$ cat src/rtl/icache_if.sv
// Bus bundle between the instruction cache, the instruction fetcher and the
// memory controller's ICache port.
//
// Handshake rules (all sampled on the rising clock edge):
//   fetch side : fetch_en is a one-cycle request.  It may only be pulsed while
//                cache_ready is high.  inst_valid is a one-cycle response
//                pulse.  inst_data and inst_pc hold their value until the next
//                response.
//   refill side: mem_query_en is a level request with mem_head_addr stable.
//                It stays high until the controller answers with a one-cycle
//                mem_block_en carrying mem_block_data.  The request drops on
//                the edge that samples mem_block_en.
interface icache_if;
    logic        fetch_en;
    logic [31:0] fetch_pc;
    logic        cache_ready;
    logic        inst_valid;
    logic [31:0] inst_data;
    logic [31:0] inst_pc;
    logic        mem_query_en;
    logic [31:0] mem_head_addr;
    logic        mem_block_en;
    logic [31:0] mem_block_data;

    // Cache side of the bundle.
    modport slave (
        input  fetch_en, fetch_pc, mem_block_en, mem_block_data,
        output cache_ready, inst_valid, inst_data, inst_pc,
               mem_query_en, mem_head_addr
    );

    // Fetcher / memory-controller side of the bundle.
    modport master (
        output fetch_en, fetch_pc, mem_block_en, mem_block_data,
        input  cache_ready, inst_valid, inst_data, inst_pc,
               mem_query_en, mem_head_addr
    );
endinterface

$ cat src/rtl/icache.sv
// Direct-mapped instruction cache with one-word lines.  A hit answers on the
// next edge; a miss raises a one-word refill request and answers on the edge
// that sees the refill data.  A flush abandons an in-flight refill but leaves
// every stored line valid.  rdy_in low freezes the whole block.
module icache #(
    parameter int INDEX_WIDTH = 6
) (
    input  logic     clk_in,
    input  logic     rst_in,
    input  logic     rdy_in,
    input  logic     flush_signal,
    icache_if.slave  bus,
    output logic     state_dbg
);
    localparam int TAG_WIDTH = 30 - INDEX_WIDTH;
    localparam int LINES     = 1 << INDEX_WIDTH;

    typedef enum logic {
        IDLE = 1'b0,
        MISS = 1'b1
    } state_t;

    state_t state, state_next;

    logic [31:0]          data_q [LINES];
    logic [TAG_WIDTH-1:0] tag_q  [LINES];
    logic [LINES-1:0]     valid_q;

    logic [31:0]            miss_addr;
    logic [INDEX_WIDTH-1:0] req_idx;
    logic [TAG_WIDTH-1:0]   req_tag;
    logic [INDEX_WIDTH-1:0] miss_idx;
    logic [TAG_WIDTH-1:0]   miss_tag;
    logic                   req_hit;

    // Strobes decided by the FSM for this cycle.
    logic do_hit;
    logic do_miss;
    logic do_fill;

    assign req_idx  = bus.fetch_pc[INDEX_WIDTH+1:2];
    assign req_tag  = bus.fetch_pc[31:INDEX_WIDTH+2];
    assign miss_idx = miss_addr[INDEX_WIDTH+1:2];
    assign miss_tag = miss_addr[31:INDEX_WIDTH+2];
    assign req_hit  = valid_q[req_idx] && (tag_q[req_idx] == req_tag);

    assign bus.cache_ready = (state == IDLE);
    assign state_dbg       = state;

    // State register.
    always_ff @(posedge clk_in or posedge rst_in) begin
        if (rst_in) begin
            state <= IDLE;
        end else begin
            state <= state_next;
        end
    end

    // Next-state and per-cycle strobes; flush beats every other event and
    // nothing moves while rdy_in is low.
    always_comb begin
        state_next = state;
        do_hit     = 1'b0;
        do_miss    = 1'b0;
        do_fill    = 1'b0;
        if (rdy_in) begin
            if (flush_signal) begin
                state_next = IDLE;
            end else begin
                case (state)
                    IDLE: begin
                        if (bus.fetch_en) begin
                            if (req_hit) begin
                                do_hit = 1'b1;
                            end else begin
                                do_miss    = 1'b1;
                                state_next = MISS;
                            end
                        end
                    end
                    MISS: begin
                        if (bus.mem_block_en) begin
                            do_fill    = 1'b1;
                            state_next = IDLE;
                        end
                    end
                    default: state_next = IDLE;
                endcase
            end
        end
    end

    // Registered outputs towards fetcher and memory controller.
    always_ff @(posedge clk_in or posedge rst_in) begin
        if (rst_in) begin
            bus.inst_valid    <= 1'b0;
            bus.inst_data     <= 32'h0;
            bus.inst_pc       <= 32'h0;
            bus.mem_query_en  <= 1'b0;
            bus.mem_head_addr <= 32'h0;
            miss_addr         <= 32'h0;
        end else if (rdy_in) begin
            // The request is high exactly while the FSM waits in MISS, so it
            // drops on the same edge that accepts the refill or the flush.
            bus.mem_query_en <= (state_next == MISS);
            bus.inst_valid   <= do_hit | do_fill;
            if (do_hit) begin
                bus.inst_data <= data_q[req_idx];
                bus.inst_pc   <= {bus.fetch_pc[31:2], 2'b00};
            end
            if (do_miss) begin
                bus.mem_head_addr <= {bus.fetch_pc[31:2], 2'b00};
                miss_addr         <= {bus.fetch_pc[31:2], 2'b00};
            end
            if (do_fill) begin
                bus.inst_data <= bus.mem_block_data;
                bus.inst_pc   <= miss_addr;
            end
        end
    end

    // Valid bits are the only storage cleared by reset.
    always_ff @(posedge clk_in or posedge rst_in) begin
        if (rst_in) begin
            valid_q <= '0;
        end else if (do_fill) begin
            valid_q[miss_idx] <= 1'b1;
        end
    end

    // Line data and tag arrays; a refill overwrites the indexed line.
    always_ff @(posedge clk_in) begin
        if (do_fill) begin
            data_q[miss_idx] <= bus.mem_block_data;
            tag_q[miss_idx]  <= miss_tag;
        end
    end
endmodule

$ cat src/flat_wrapper.sv
// flat-port wrapper written by rule: the top's interface ports become plain ports
module icache_flat 
#(
    parameter int INDEX_WIDTH = 6
)
  (clk_in, rst_in, rdy_in, flush_signal, state_dbg, bus_fetch_en, bus_fetch_pc, bus_mem_block_en, bus_mem_block_data, bus_cache_ready, bus_inst_valid, bus_inst_data, bus_inst_pc, bus_mem_query_en, bus_mem_head_addr);
  icache_if bus_i ();
  input  logic clk_in;
  input  logic rst_in;
  input  logic rdy_in;
  input  logic flush_signal;
  output logic state_dbg;
  input wire logic [$bits(bus_i.fetch_en)-1:0] bus_fetch_en;
  input wire logic [$bits(bus_i.fetch_pc)-1:0] bus_fetch_pc;
  input wire logic [$bits(bus_i.mem_block_en)-1:0] bus_mem_block_en;
  input wire logic [$bits(bus_i.mem_block_data)-1:0] bus_mem_block_data;
  output wire logic [$bits(bus_i.cache_ready)-1:0] bus_cache_ready;
  output wire logic [$bits(bus_i.inst_valid)-1:0] bus_inst_valid;
  output wire logic [$bits(bus_i.inst_data)-1:0] bus_inst_data;
  output wire logic [$bits(bus_i.inst_pc)-1:0] bus_inst_pc;
  output wire logic [$bits(bus_i.mem_query_en)-1:0] bus_mem_query_en;
  output wire logic [$bits(bus_i.mem_head_addr)-1:0] bus_mem_head_addr;
  assign bus_i.fetch_en = bus_fetch_en;
  assign bus_i.fetch_pc = bus_fetch_pc;
  assign bus_i.mem_block_en = bus_mem_block_en;
  assign bus_i.mem_block_data = bus_mem_block_data;
  assign bus_cache_ready = bus_i.cache_ready;
  assign bus_inst_valid = bus_i.inst_valid;
  assign bus_inst_data = bus_i.inst_data;
  assign bus_inst_pc = bus_i.inst_pc;
  assign bus_mem_query_en = bus_i.mem_query_en;
  assign bus_mem_head_addr = bus_i.mem_head_addr;
  icache #(.INDEX_WIDTH(INDEX_WIDTH)) u_core (.clk_in(clk_in), .rst_in(rst_in), .rdy_in(rdy_in), .flush_signal(flush_signal), .bus(bus_i), .state_dbg(state_dbg));
endmodule
$ cat config.mk
export PLATFORM = sky130hd
export DESIGN_NAME = icache_flat
export DESIGN_NICKNAME = d
export VERILOG_FILES = /design/src/rtl/icache_if.sv /design/src/rtl/icache.sv /design/src/flat_wrapper.sv
export SDC_FILE = /design/constraint.sdc
export NUM_CORES = 2
export LEC_CHECK = 0
export BUFFER_PORTS_ARGS = -buffer_cell sky130_fd_sc_hd__buf_4
export CELL_PAD_IN_SITES_DETAIL_PLACEMENT = 1
export CELL_PAD_IN_SITES_GLOBAL_PLACEMENT = 1
export CORE_UTILIZATION = 35
export CTS_BUF_LIST = sky130_fd_sc_hd__clkbuf_8
export CTS_CLUSTER_DIAMETER = 50
export DETAILED_ROUTE_END_ITERATION = 12
export PLACE_DENSITY = 0.67
export SYNTH_ARGS = -nofsm -noshare
export SYNTH_HDL_FRONTEND = slang
export SYNTH_SLANG_ARGS = --single-unit
$ cat constraint.sdc
create_clock -name clk_in -period 4.4 [get_ports clk_in]
set_input_delay 0.22 -clock clk_in [delete_from_list [all_inputs] [get_ports clk_in]]
set_output_delay 0.22 -clock clk_in [all_outputs]
set_load 0.005 [all_outputs]
==> out/results.ini <==
[run_status]
status=finished, violations left
violations=negative setup slack

[floorplan]
core_sq_um=407000
ios=170
start_util_pct=35.3
die_h_microns=642
die_x_microns=642
die-area_sq_um=412000
placementRows=234

[global_routing]
grt_max_degree=129
gr-usage-met1_pct=28.3
grt_pass1_wl_microns=610000
track_usage_pct=21.0
grtUsageMet2_pct=34.9
grt_overflow=0
busiest_layer=met2
first_global_vias=76000
antenna_found_initial=22
use_met3_pct=3.63

[setup_path]
crit_top_cell=buf_4
end_kind=flop
r2r_cells=16
critPathMaxFanout=16
start_kind=flop
cp_slowest_cell=mux4_2
required_ns=5.37
reg2reg_setup_slack_ns=-0.004
arrival_ns=5.38
cpPeakStageDelay_ns=0.47
rr_endpoint=u_core.bus.inst_data[10]
critical_path.cell_chain=mux4_2 > and3_4 > a2111oi_4 > nand4_1 > buf_4 > o211ai_1 > buf_4 > xnor2_2 > nor4b_4 > nand4_1 > buf_4 > nor4_4 > buf_12 > buf_12 > mux2i_1 > a21oi_1
critical_path_class=reg -> reg
cp-startpoint=u_core.tag_q[15][4]
rr_startpoint=u_core.tag_q[15][4]

[timing]
finalHoldViolations=0
tns_ns=-0.00371
whs_ns=0.0716
finalCriticalPeriod_ns=4.40
grt_setup_unrepaired=yes
max_freq_mhz=227
setup_violations=1
fin_crit_sh_pct=100
slew_viol_final=0
slew-limit-headroom_pct=13.2
finalWorstSetupSlack_ns=-0.00371
finClkSkew_ns=0.0621
worstMarginPinSlew_ns=1.30

[logic_synthesis]
yosysUniqueCellTypes=62
netlist_area_sq_um=143000
synth_area_leaders=edfxtp_1, mux4_2, dfrtp_1, mux2i_1, a22oi_1
synth_top_area_share_pct=75.0
synth-seq-cells=3743
synth-async-reset-ratio_pct=4.25
synthCells=6287
synth.yosys.seq_area_share_pct=77.8
synth_top_area_cell=edfxtp_1
synth_edf_count=3584
ys.flop_type=edfxtp_1
yosys_warnings=0
avgSynthCellArea_sq_um=22.8

[place]
gp_congestion=0.766
port_buffers=163
place_hpwl_microns=225000
pre_cts_ws_ns=-0.713

[routing]
drc=0
drtPass1Iterations=5
avgViaCountPerCell=5.69
detail_route.wl_per_cell_microns=34.2
wirelength_microns=447000
drt_iter0_markers=9403
vias=74200
ant_nets=0

[pwr]
leakagePower_nw=53.8
power_density_nw_per_um2=442
totalPowerFinal_mw=73.6
ir_drop_mv=0.270

[clocking]
clockRootBuffer=clkbuf_8
cts.sinks=3743
clk_pin_slew_worst_paths_ns=0.06
clock_latency_ns=1.20
numCtsBuffers=590
clockBufferDepth=4
cts_tree=built
cts_max_level=6

[min_path]
worstHoldPathCells=5
hp-start=bus_fetch_pc[2]
worstHoldPathType=in -> reg
hold_end=u_core.bus.inst_pc[2]

[final_layout]
syn2layout_area_growth_pct=16.0
final_cell_mix=edfxtp_1, mux4_2, clkbuf_8
fin_nets=7213
layout.cells.most_common=edfxtp_1
fillers=38500
drive_gt1_share_pct=31.0

[run]
maxCapViolCount=0

cells by family (layout without fill, tap and decap cells):
logic type             Yosys count  in the layout  synth area share, %
flip-flops                    3743           3743                 77.8
multiplexers                  1359           1359                 17.6
AND/OR/NAND/NOR                464            464                 1.59
AO/OA/AOI/OAI                  347            347                 1.67
buffers and inverters          344           1664                 1.18
XOR/XNOR                        29             29                0.177
other                            1              7              0.00261
final cells by class:
type | count | area, sq um | share of cell area [%]
flip-flops and latches | 3743 | 112000 | 67.1
diodes | 3 | 7.51 | 0.00451
clock buffers | 635 | 8740 | 5.25
clock inverters | 424 | 2050 | 1.23
inverters | 5 | 30.0 | 0.0180
well taps | 5428 | 6790 | 4.08
multi-input cells | 2203 | 30800 | 18.5
repair buffers | 600 | 6400 | 3.84
critical path, delay by kind of cell (launching register included):
family | cells | cell delay (ns)
AND/OR/NAND/NOR | 5 | 1.32
buffers and inverters | 5 | 1.04
multiplexers | 2 | 0.71
AO/OA/AOI/OAI | 3 | 0.60
flip-flops | 1 | 0.37
XOR/XNOR | 1 | 0.08
metal layers:
layer  vias to the layer above  part of all wire (%)  wire, microns
li1                      28500                     -              -
met1                     40700                    39         175000
met2                      4313                    49         218000
met3                       747                   8.8          39300
met4                         0                   3.2          14300
met5                         -                     0              0
sequential cells by signal (all words and copies together), names as in the netlist:
| register | flops |
|---|---|
| u_core.data_q | 2048 |
| u_core.tag_q | 1536 |
| u_core.valid_q | 64 |
| u_core.bus.inst_data | 32 |
| u_core.bus.inst_pc | 30 |
| u_core.bus.mem_head_addr | 30 |
| u_core.bus.inst_valid | 1 |
| u_core.bus.mem_query_en | 1 |
| u_core.state_dbg | 1 |
power by group:
group,internal [mW],switching (mW)
combinational,1.98,2.58
clock,13.7,13.9
sequential,40.4,1.14
worst max-delay path by stage:
stage                                          end  slack (ns)  cells after the start
after floorplan               u_core.data_q[62][0]        0.28                      6
after global placement    u_core.bus.inst_data[19]       -0.55                     18
after detailed placement  u_core.bus.inst_data[21]       -0.71                     17
after CTS                 u_core.bus.inst_data[14]        0.02                     16
after global routing        u_core.bus.inst_pc[22]       -0.12                     17
final                     u_core.bus.inst_data[10]      -0.004                     16
synth_stat cells (3+ instances only):
cell / number
buf_4: 36
o21ai_1: 4
buf_2: 85
or3_1: 6
buf_1: 19
o22ai_1: 25
nor2b_1: 14
a32oi_1: 3
mux4_2: 924
a21oi_1: 77
inv_1: 3
or2_2: 66
and2_1: 3
dfrtp_1: 159
clkbuf_1: 178
nand3_1: 85
xor2_1: 14
nor2_1: 160
a22o_1: 8
nand4_1: 17
o211ai_1: 4
o311ai_1: 3
and3_1: 12
a211oi_1: 5
nand2b_1: 7
a221oi_1: 22
mux2_1: 37
mux2_2: 21
o21ai_0: 11
xnor2_1: 15
nor3_1: 7
nor4_1: 6
a22oi_1: 162
nand3b_1: 5
o221ai_1: 3
a31oi_1: 6
buf_6: 21
or3b_2: 4
nand2_1: 62
edfxtp_1: 3584
mux2i_1: 377
timing repair:
item	in CTS	in global routing
pin swaps	8	13
endpoints found under the hold margin	2299	0
hold buffers	94	0
setup buffers	3	0
gates cloned	1	1
endpoints found under the setup margin	95	67
gates resized for setup	13	13
per-stage QoR:
stage | std cells | utilization (%) | instance area, sq um
floorplan | 6290 | - | 143000
global placement | 11900 | 38.0 | 155000
detailed placement | 11900 | 38.0 | 155000
CTS | 13000 | 40.9 | 166000
global route | 13000 | 40.9 | 166000
finish | 13000 | 40.9 | 166000
No activity file was read; power rests on OpenSTA's default activity.
